### config.mk
export PLATFORM = sky130hd
export DESIGN_NAME = hex_msg_scroller
export DESIGN_NICKNAME = d
export VERILOG_FILES = /design/src/rtl/hex_msg_scroller.sv
export SDC_FILE = /design/constraint.sdc
export NUM_CORES = 1
export LEC_CHECK = 0
export ABC_CLOCK_PERIOD_IN_PS = 4900
export BUFFER_PORTS_ARGS = -buffer_cell sky130_fd_sc_hd__buf_2
export CAP_MARGIN = 20
export CORE_MARGIN = 1
export CORE_UTILIZATION = 45
export CTS_CLUSTER_SIZE = 12
export DETAILED_ROUTE_END_ITERATION = 8
export GPL_ROUTABILITY_DRIVEN = 0
export PLACE_DENSITY = 0.74
export SETUP_SLACK_MARGIN = 0.1
export SLEW_MARGIN = 25
export SYNTH_ARGS = -nofsm -noshare
export SYNTH_HDL_FRONTEND = slang
export SYNTH_SLANG_ARGS = --single-unit
export TNS_END_PERCENT = 50
### constraint.sdc
create_clock -name clk -period 4.9 [get_ports clk]
set_input_delay 0.245 -clock clk [delete_from_list [all_inputs] [get_ports clk]]
set_output_delay 0.245 -clock clk [all_outputs]
set_load 0.1 [all_outputs]
### src/rtl/hex_msg_scroller.sv
// Seven-segment message scroller: debounced run/mode keys, tick generator, STATIC/SCROLL/BLINK
// display modes and a registered glyph output for NUM_DIGITS digits.
`timescale 1ns/1ps
module hex_msg_scroller #(
    parameter int unsigned NUM_DIGITS      = 6,
    parameter int unsigned MSG_LEN         = 16,
    parameter int unsigned TICK_DIV        = 12500000,
    parameter int unsigned DEBOUNCE_CYCLES = 500000,
    parameter bit          ACTIVE_LOW      = 1'b0
) (
    input  logic                      clk,
    input  logic                      rst,
    input  logic [1:0]                KEY,
    input  logic [5*MSG_LEN-1:0]      msg_data,
    output logic [8*NUM_DIGITS-1:0]   HEX,
    output logic [1:0]                mode_o,
    output logic                      running_o,
    output logic                      step_o
);

    localparam int unsigned OFF_W  = (MSG_LEN > 1) ? $clog2(MSG_LEN) : 1;
    localparam int unsigned TICK_W = $clog2(TICK_DIV);
    localparam int unsigned DB_W   = $clog2(DEBOUNCE_CYCLES + 1);
    localparam int unsigned HEX_W  = 8 * NUM_DIGITS;

    typedef enum logic [1:0] {
        STATIC   = 2'd0,
        SCROLL   = 2'd1,
        BLINK    = 2'd2,
        BAD_MODE = 2'd3
    } mode_t;

    logic [1:0]            sync1;
    logic [1:0]            sync2;
    logic [1:0]            db_level;
    logic [1:0]            press;
    logic [1:0][DB_W-1:0]  db_cnt;
    logic [TICK_W-1:0]     tick_cnt;
    mode_t                 mode;
    logic                  running;
    logic [OFF_W-1:0]      offset;
    logic                  blink_phase;
    logic                  dark;
    logic [HEX_W-1:0]      hex_next;

    // Synchronise both keys, then accept a new level only after DEBOUNCE_CYCLES differing samples
    always_ff @(posedge clk or posedge rst) begin
        if (rst) begin
            sync1    <= 2'b11;
            sync2    <= 2'b11;
            db_level <= 2'b11;
            press    <= 2'b00;
            db_cnt   <= '0;
        end else begin
            sync1 <= KEY;
            sync2 <= sync1;
            press <= 2'b00;
            for (int k = 0; k < 2; k++) begin
                if (sync2[k] == db_level[k]) begin
                    db_cnt[k] <= '0;
                end else if (db_cnt[k] == DB_W'(DEBOUNCE_CYCLES - 1)) begin
                    db_level[k] <= sync2[k];
                    db_cnt[k]   <= '0;
                    press[k]    <= ~sync2[k];
                end else begin
                    db_cnt[k] <= db_cnt[k] + DB_W'(1);
                end
            end
        end
    end

    // step_o is registered so that it is high exactly while tick_cnt == TICK_DIV-1
    always_ff @(posedge clk or posedge rst) begin
        if (rst) begin
            tick_cnt <= '0;
            step_o   <= 1'b0;
        end else begin
            tick_cnt <= (tick_cnt == TICK_W'(TICK_DIV - 1)) ? '0 : tick_cnt + TICK_W'(1);
            step_o   <= (tick_cnt == TICK_W'(TICK_DIV - 2));
        end
    end

    // Mode/run state: a mode event pre-empts any step landing in the same cycle
    always_ff @(posedge clk or posedge rst) begin
        if (rst) begin
            mode        <= STATIC;
            running     <= 1'b1;
            offset      <= '0;
            blink_phase <= 1'b1;
        end else begin
            if (press[0]) begin
                running <= ~running;
            end
            if (mode == BAD_MODE) begin
                mode   <= STATIC;
                offset <= '0;
            end else if (press[1]) begin
                case (mode)
                    STATIC: mode <= SCROLL;
                    SCROLL: begin
                        mode        <= BLINK;
                        blink_phase <= 1'b1;
                    end
                    default: begin
                        mode   <= STATIC;
                        offset <= '0;
                    end
                endcase
            end else if (step_o && running) begin
                case (mode)
                    SCROLL:  offset <= (offset == OFF_W'(MSG_LEN - 1)) ? '0 : offset + OFF_W'(1);
                    BLINK:   blink_phase <= ~blink_phase;
                    default: ;
                endcase
            end
        end
    end

    assign mode_o    = mode;
    assign running_o = running;

    function automatic logic [7:0] glyph(input logic [4:0] code);
        case (code)
            5'd0:    glyph = 8'hFC;
            5'd1:    glyph = 8'h60;
            5'd2:    glyph = 8'hDA;
            5'd3:    glyph = 8'hF2;
            5'd4:    glyph = 8'h66;
            5'd5:    glyph = 8'hB6;
            5'd6:    glyph = 8'hBE;
            5'd7:    glyph = 8'hE0;
            5'd8:    glyph = 8'hFE;
            5'd9:    glyph = 8'hF6;
            5'd10:   glyph = 8'hEE;
            5'd11:   glyph = 8'h3E;
            5'd12:   glyph = 8'h9C;
            5'd13:   glyph = 8'h7A;
            5'd14:   glyph = 8'h9E;
            5'd15:   glyph = 8'h8E;
            5'd17:   glyph = 8'h02;
            default: glyph = 8'h00;
        endcase
    endfunction

    assign dark = (mode == BLINK) && !blink_phase;

    // Digit i shows message char (offset + NUM_DIGITS-1-i) mod MSG_LEN
    for (genvar i = 0; i < NUM_DIGITS; i++) begin : g_digit
        logic [4:0] code;
        assign code = 5'(msg_data >> (5 * ((32'(offset) + (NUM_DIGITS - 1 - i)) % MSG_LEN)));
        assign hex_next[8*i +: 8] = dark ? 8'h00 : glyph(code);
    end

    always_ff @(posedge clk or posedge rst) begin
        if (rst) begin
            HEX <= {HEX_W{ACTIVE_LOW}};
        end else begin
            HEX <= {HEX_W{ACTIVE_LOW}} ^ hex_next;
        end
    end

endmodule

Word-level counts from Yosys, hierarchy flattened
Memory sizes are Yosys's and may differ from the RTL's.
Index checks and enable logic that the tools add are counted.
Storage, ports and cells
  input bits: 84
  register bits after elaboration: 127
  memory bits (read-only): 1344
  latch bits: 0
  bits in writable memories: 0
  output and inout port bits: 52
  memories kept: 6
  word-level logic and storage cells: 102
Operators by class
  bitwise logic cells: 7
  reductions and logical operators: 14
  add/subtract/negate cells: 9
  divide/modulo/power cells: 0
  mux-type cells: 28
  $mul: 6
  equality and inequality tests: 12
  $lt $le $gt $ge: 0
  shift operators: 6
Memories
  (name not given): depth 32, width 7, rd ports 1, clocked after Yosys merged registers in 0, write ports 0, line 123  | case (code)
  (name not given): depth 32, width 7, rd ports 1, clocked after Yosys merged registers in 0, write ports 0, line 123
  (name not given): depth 32, width 7, rd ports 1, clocked after Yosys merged registers in 0, write ports 0, line 123
  (name not given): depth 32, width 7, rd ports 1, clocked after Yosys merged registers in 0, write ports 0, line 123
  (name not given): depth 32, width 7, rd ports 1, clocked after Yosys merged registers in 0, write ports 0, line 123
  (name not given): depth 32, width 7, rd ports 1, clocked after Yosys merged registers in 0, write ports 0, line 123
Operators by type and width (number)
  $shr A80 B7 Y5: 6
  $mux W19: 4
  $eq A24 B24 Y1 const B: 2
  $mux W8: 6
  $mul A3 B4 Y7 const A: 6
  $add A19 B1 Y19 const B: 2
  $eq A19 B19 Y1 const B: 2
  $add A24 B1 Y24 const B: 1
  $mux W24: 1
  $mux W4: 6
  $add A4 B1 Y4 const B: 2
  $add A4 B2 Y4 const B: 2
  $add A4 B3 Y4 const B: 2
  $mux W1: 8
  $not A1 Y1: 7
  $reduce_bool A2 Y1: 3
  $reduce_bool A3 Y1: 2
  $eq A2 B2 Y1 const B: 2
  $eq A4 B4 Y1 const B: 1
  $mux W2: 2
  $pmux W2 S2: 1
  $reduce_and A2 Y1: 2
  $reduce_and A4 Y1: 1
  $ne A3 B2 Y1 const B: 1
  other kinds (8): 10

Longest topological paths before layout
  depth in word-level cells: 6
  gate-level depth with buffers: 15
  mapped depth without buffers: 11

Least setup slack after synthesis
OpenSTA, ideal clock, no wires.
  path type: flip-flop to flip-flop
  from: register offset[1]
  to: register HEX[33]
  buffers on the path: 3
  arrival time: 3605 ps
  setup time: 66 ps
  period minus slack after synthesis: 3671 ps
  setup slack: 1229 ps
  required time: 4834 ps
  stages on the path, launching flop included: 12
  cell sequence: dfrtp_1 > clkbuf_1 > buf_2 > clkinv_1 > ha_1 > buf_4 > mux4_2 > mux4_2 > ha_1 > mux2_1 > a221oi_2 > a41o_1
On the way
  longest elaborated chain between the ends: 5
Ends and longest elaborated chain
  start, declared: line 41  | logic [OFF_W-1:0] offset;
  start signal, assigned: line 111  | SCROLL: offset <= (offset == OFF_W'(MSG_LEN - 1)) ? '0 : offset + OFF_W'(1);
  $add A4 B1 Y4: line 150  | assign code = 5'(msg_data >> (5 * ((32'(offset) + (NUM_DIGITS - 1 - i)) % MSG_LEN)));
  $mul A3 B4 Y7: line 150
  $shr A80 B7 Y5: line 150
  $mem_v2 Z32 W7
  $mux W8: line 151  | assign hex_next[8*i +: 8] = dark ? 8'h00 : glyph(code);
  named net hex_next[33]: line 44  | logic [HEX_W-1:0] hex_next;
  end signal, assigned: line 156  | HEX <= {HEX_W{ACTIVE_LOW}};
  end signal, assigned: line 158  | HEX <= {HEX_W{ACTIVE_LOW}} ^ hex_next;
  end, declared: line 15  | output logic [8*NUM_DIGITS-1:0] HEX,
The timed path passes the listed nets, and every way through them passes these cells.
A chain may end at the register's enable or synchronous reset.

Worst setup path after layout
  from: register offset[0]
  to: register HEX[33]
The elaborated chain is that of the path after synthesis.

==> impl_metrics.env <==
export IMPL_crit_type="reg -> reg"
export IMPL_drtPass1Iterations=5
export IMPL_track_usage_pct=21.4
export IMPL_die_height_microns=146
export IMPL_async_flop_share_pct=100
export IMPL_grt_overflow=0
export IMPL_slew_viol_final=0
export IMPL_final_antenna_net_count=0
export IMPL_power_leakage_uw=0.00461
export IMPL_ys_seq_area_share_pct=32.5
export IMPL_cp_end_kind="register"
export IMPL_cts_tree="yes"
export IMPL_io_pins=136
export IMPL_path_clk_slew_ns=0.06
export IMPL_synth_edf_count=0
export IMPL_grt_pass1_wl_microns=36000
export IMPL_ys_types=64
export IMPL_io_buffers=129
export IMPL_fin_util_pct=52.5
export IMPL_max_slew_margin_pct=30.9
export IMPL_num_vias=7284
export IMPL_worst_pin_slew_ns=1.03
export IMPL_drt_wl_total_microns=22500
export IMPL_power_density_mw_per_mm2=264
export IMPL_finalSetupTns_ns=0
export IMPL_first_iter_violations=508
export IMPL_ys_warn_count=0
export IMPL_ys_flop_type="dfrtp_1"
export IMPL_cp_slowest_cell="dfrtp_4"
export IMPL_clkSinkCount=121
export IMPL_layout_drive_gt1_share_pct=31.2
export IMPL_cts_path_max_buffers=2
export IMPL_whs_ns=0.00395
export IMPL_slowest_delay_ns=0.74
export IMPL_diodes=0
export IMPL_ys_seq_elements=121
export IMPL_synthCells=822
export IMPL_antenna_found_initial=0
export IMPL_max_cap_violations=0
export IMPL_critical_path_max_fanout=32
export IMPL_nets=1062
export IMPL_final_common_cell="buf_2"
export IMPL_worstPathArrival_ns=4.12
export IMPL_synthToLayoutAreaGrowth_pct=14.2
export IMPL_dieArea_sq_mm=0.0213
export IMPL_fp_dieW_microns=146
export IMPL_min_path_type="in -> async"
export IMPL_grt_setup_unrepaired="no"
export IMPL_finalCritPeriodShare_pct=76.9
export IMPL_fmax_ghz=0.265
export IMPL_cp_common_cell="mux4_2"
export IMPL_cts_root_buf="clkbuf_16"
export IMPL_hold_viol=0
export IMPL_status="finished, final reports clean"
export IMPL_grt_pass1_vias=7016
export IMPL_dp_slack_ns=1.15
export IMPL_cts_buffers=17
export IMPL_htreeDepth=4
export IMPL_worst_ep_required_time_ns=5.25
export IMPL_grt_max_degree=68
export IMPL_vdd_drop_max_mv=0.261
export IMPL_final_cell_mix="buf_2, dfrtp_1, mux4_2, nor2_1, nand2_1"
export IMPL_insertion_delay_ns=0.42
export IMPL_rows=52
export IMPL_start_util_pct=46.0
export IMPL_routedWlPerCell_microns=18.5
export IMPL_period_needed_ns=3.77
export IMPL_finalSetupViolCount=0
export IMPL_setup_slack_ns=1.13
export IMPL_skew_ns=0.00985
export IMPL_via_per_inst=5.98
export IMPL_rr_worst_depth=9
export IMPL_postSynthAreaPerCell_sq_um=11.4
export IMPL_ctsResizeCount=0
export IMPL_drc=0
export IMPL_coreArea_sq_mm=0.0203
export IMPL_crit_path_cell_trace="inv_1 > ha_2 > buf_4 > mux4_2 > mux4_2 > ha_1 > mux2_1 > a221oi_2 > a41o_1"
export IMPL_netlist_area_sq_mm=0.00934
export IMPL_critical_path_startpoint_type="register"
export IMPL_hpwl_microns=16600
critical path, delay by kind of cell, from the launching register on:
kind / cells / cell delay, ns
mux: 3 / 1.45
flops: 1 / 0.74
fa+ha+maj: 2 / 0.74
buf+inv: 2 / 0.42
compound gates: 2 / 0.35
power breakdown:
part / leakage, uW / switching, uW / internal [uW]
combinational: 0.00277 / 419 / 162
sequential: 0.00158 / 15.0 / 1030
clock: 0.000265 / 446 / 742
state kept, by name (all words and copies together) (netlist names):
signal,count
HEX,42
blink_phase,1
db_cnt,38
db_level,2
mode_o,2
offset,4
press,2
running_o,1
step_o,1
sync1,2
sync2,2
tick_cnt,24
metal layers:
metal  routed length [microns]  up-vias  part of all wire (%)  global-route usage (%)
li1                          -     3281                     -                       -
met1                      9230     3567                    41                    27.8
met2                     10800      372                    48                    34.5
met3                      1720       64                   7.6                    4.59
met4                       759        0                   3.4                    9.58
met5                         0        -                     0                       0
Yosys cell counts, types with 3 or more instances:
master | number | area share [%]
mux2_2 | 7 | 0.84
a211oi_1 | 5 | 0.40
and4_1 | 8 | 0.75
and3_1 | 11 | 0.74
xnor2_1 | 24 | 2.2
o21ai_1 | 7 | 0.37
nor3b_1 | 3 | 0.24
nand3_1 | 29 | 1.6
a21o_1 | 4 | 0.32
o2bb2ai_1 | 3 | 0.28
nor2_1 | 97 | 3.9
or3_1 | 3 | 0.20
nand4_1 | 10 | 0.67
o32ai_1 | 4 | 0.37
nand2b_1 | 10 | 0.67
nor2b_1 | 6 | 0.40
nor4b_1 | 4 | 0.37
mux4_2 | 98 | 24
nor3_1 | 11 | 0.59
o21ai_0 | 19 | 1.0
and2_1 | 5 | 0.33
mux2_1 | 4 | 0.48
nor4bb_1 | 3 | 0.32
nor4_1 | 3 | 0.20
buf_4 | 10 | 0.80
or2_1 | 7 | 0.47
mux2i_1 | 40 | 4.3
dfstp_2 | 8 | 2.2
a21oi_1 | 26 | 1.4
a221oi_1 | 4 | 0.37
nand4b_1 | 3 | 0.28
buf_6 | 13 | 1.6
inv_2 | 3 | 0.12
buf_2 | 12 | 0.64
inv_1 | 20 | 0.80
clkbuf_1 | 13 | 0.52
ha_1 | 43 | 5.8
nand2_1 | 56 | 2.2
xor2_1 | 38 | 3.6
a2bb2oi_1 | 6 | 0.56
o211a_1 | 3 | 0.32
dfrtp_1 | 113 | 30
worst paths after layout:
| path | start | to | slack, ns |
|---|---|---|---|
| hold reg to reg | sync1[1]$_DFF_PP1_ | sync2[1]$_DFF_PP1_ | 0.35 |
| setup / recovery | offset[0]$_DFFE_PP0P_ | HEX[33]$_DFF_PP0_ | 1.13 |
| setup reg to reg | offset[0]$_DFFE_PP0P_ | HEX[33]$_DFF_PP0_ | 1.13 |
| max in group asynchronous | rst | db_cnt[4]$_DFF_PP0_ | 3.65 |
| hold / removal | rst | HEX[6]$_DFF_PP0_ | 0.004 |
| min in group clk | sync1[1]$_DFF_PP1_ | sync2[1]$_DFF_PP1_ | 0.35 |
stage by stage:
step	instance area [sq um]	instances	power (uW)
floorplan	9360	827	1500
finish	10700	1218	2820
global route	10700	1218	2920
global placement	10100	1184	1640
CTS	10700	1218	2850
detailed placement	10100	1184	1640
timing repair:
action | CTS | global route
setup buffers | 0 | 0
hold buffers | 2 | 0
endpoints found under the hold margin | 2 | 0
kinds of logic (layout without fill, tap and decap cells):
family | Yosys count | after routing | share of synthesized area (%)
other | 1 | 6 | 0.0401
AO/OA/AOI/OAI | 95 | 95 | 6.84
adder cells (fa/ha/maj) | 43 | 43 | 5.76
buffers and inverters | 73 | 194 | 4.54
flip-flops | 121 | 121 | 32.5
AND/OR/NAND/NOR | 273 | 273 | 14.2
multiplexers | 152 | 152 | 29.8
XOR/XNOR | 64 | 64 | 6.28
layout make-up:
cell class,instances,area (sq um)
Multi-Input combinational cell,633,5910
Tap cell,270,338
Clock buffer,19,433
Timing Repair Buffer,138,718
Sequential cell,121,3040
Inverter,24,92.6
Fill cell,1787,9630
Clock inverter,13,131
No activity file was read; power rests on OpenSTA's default activity.
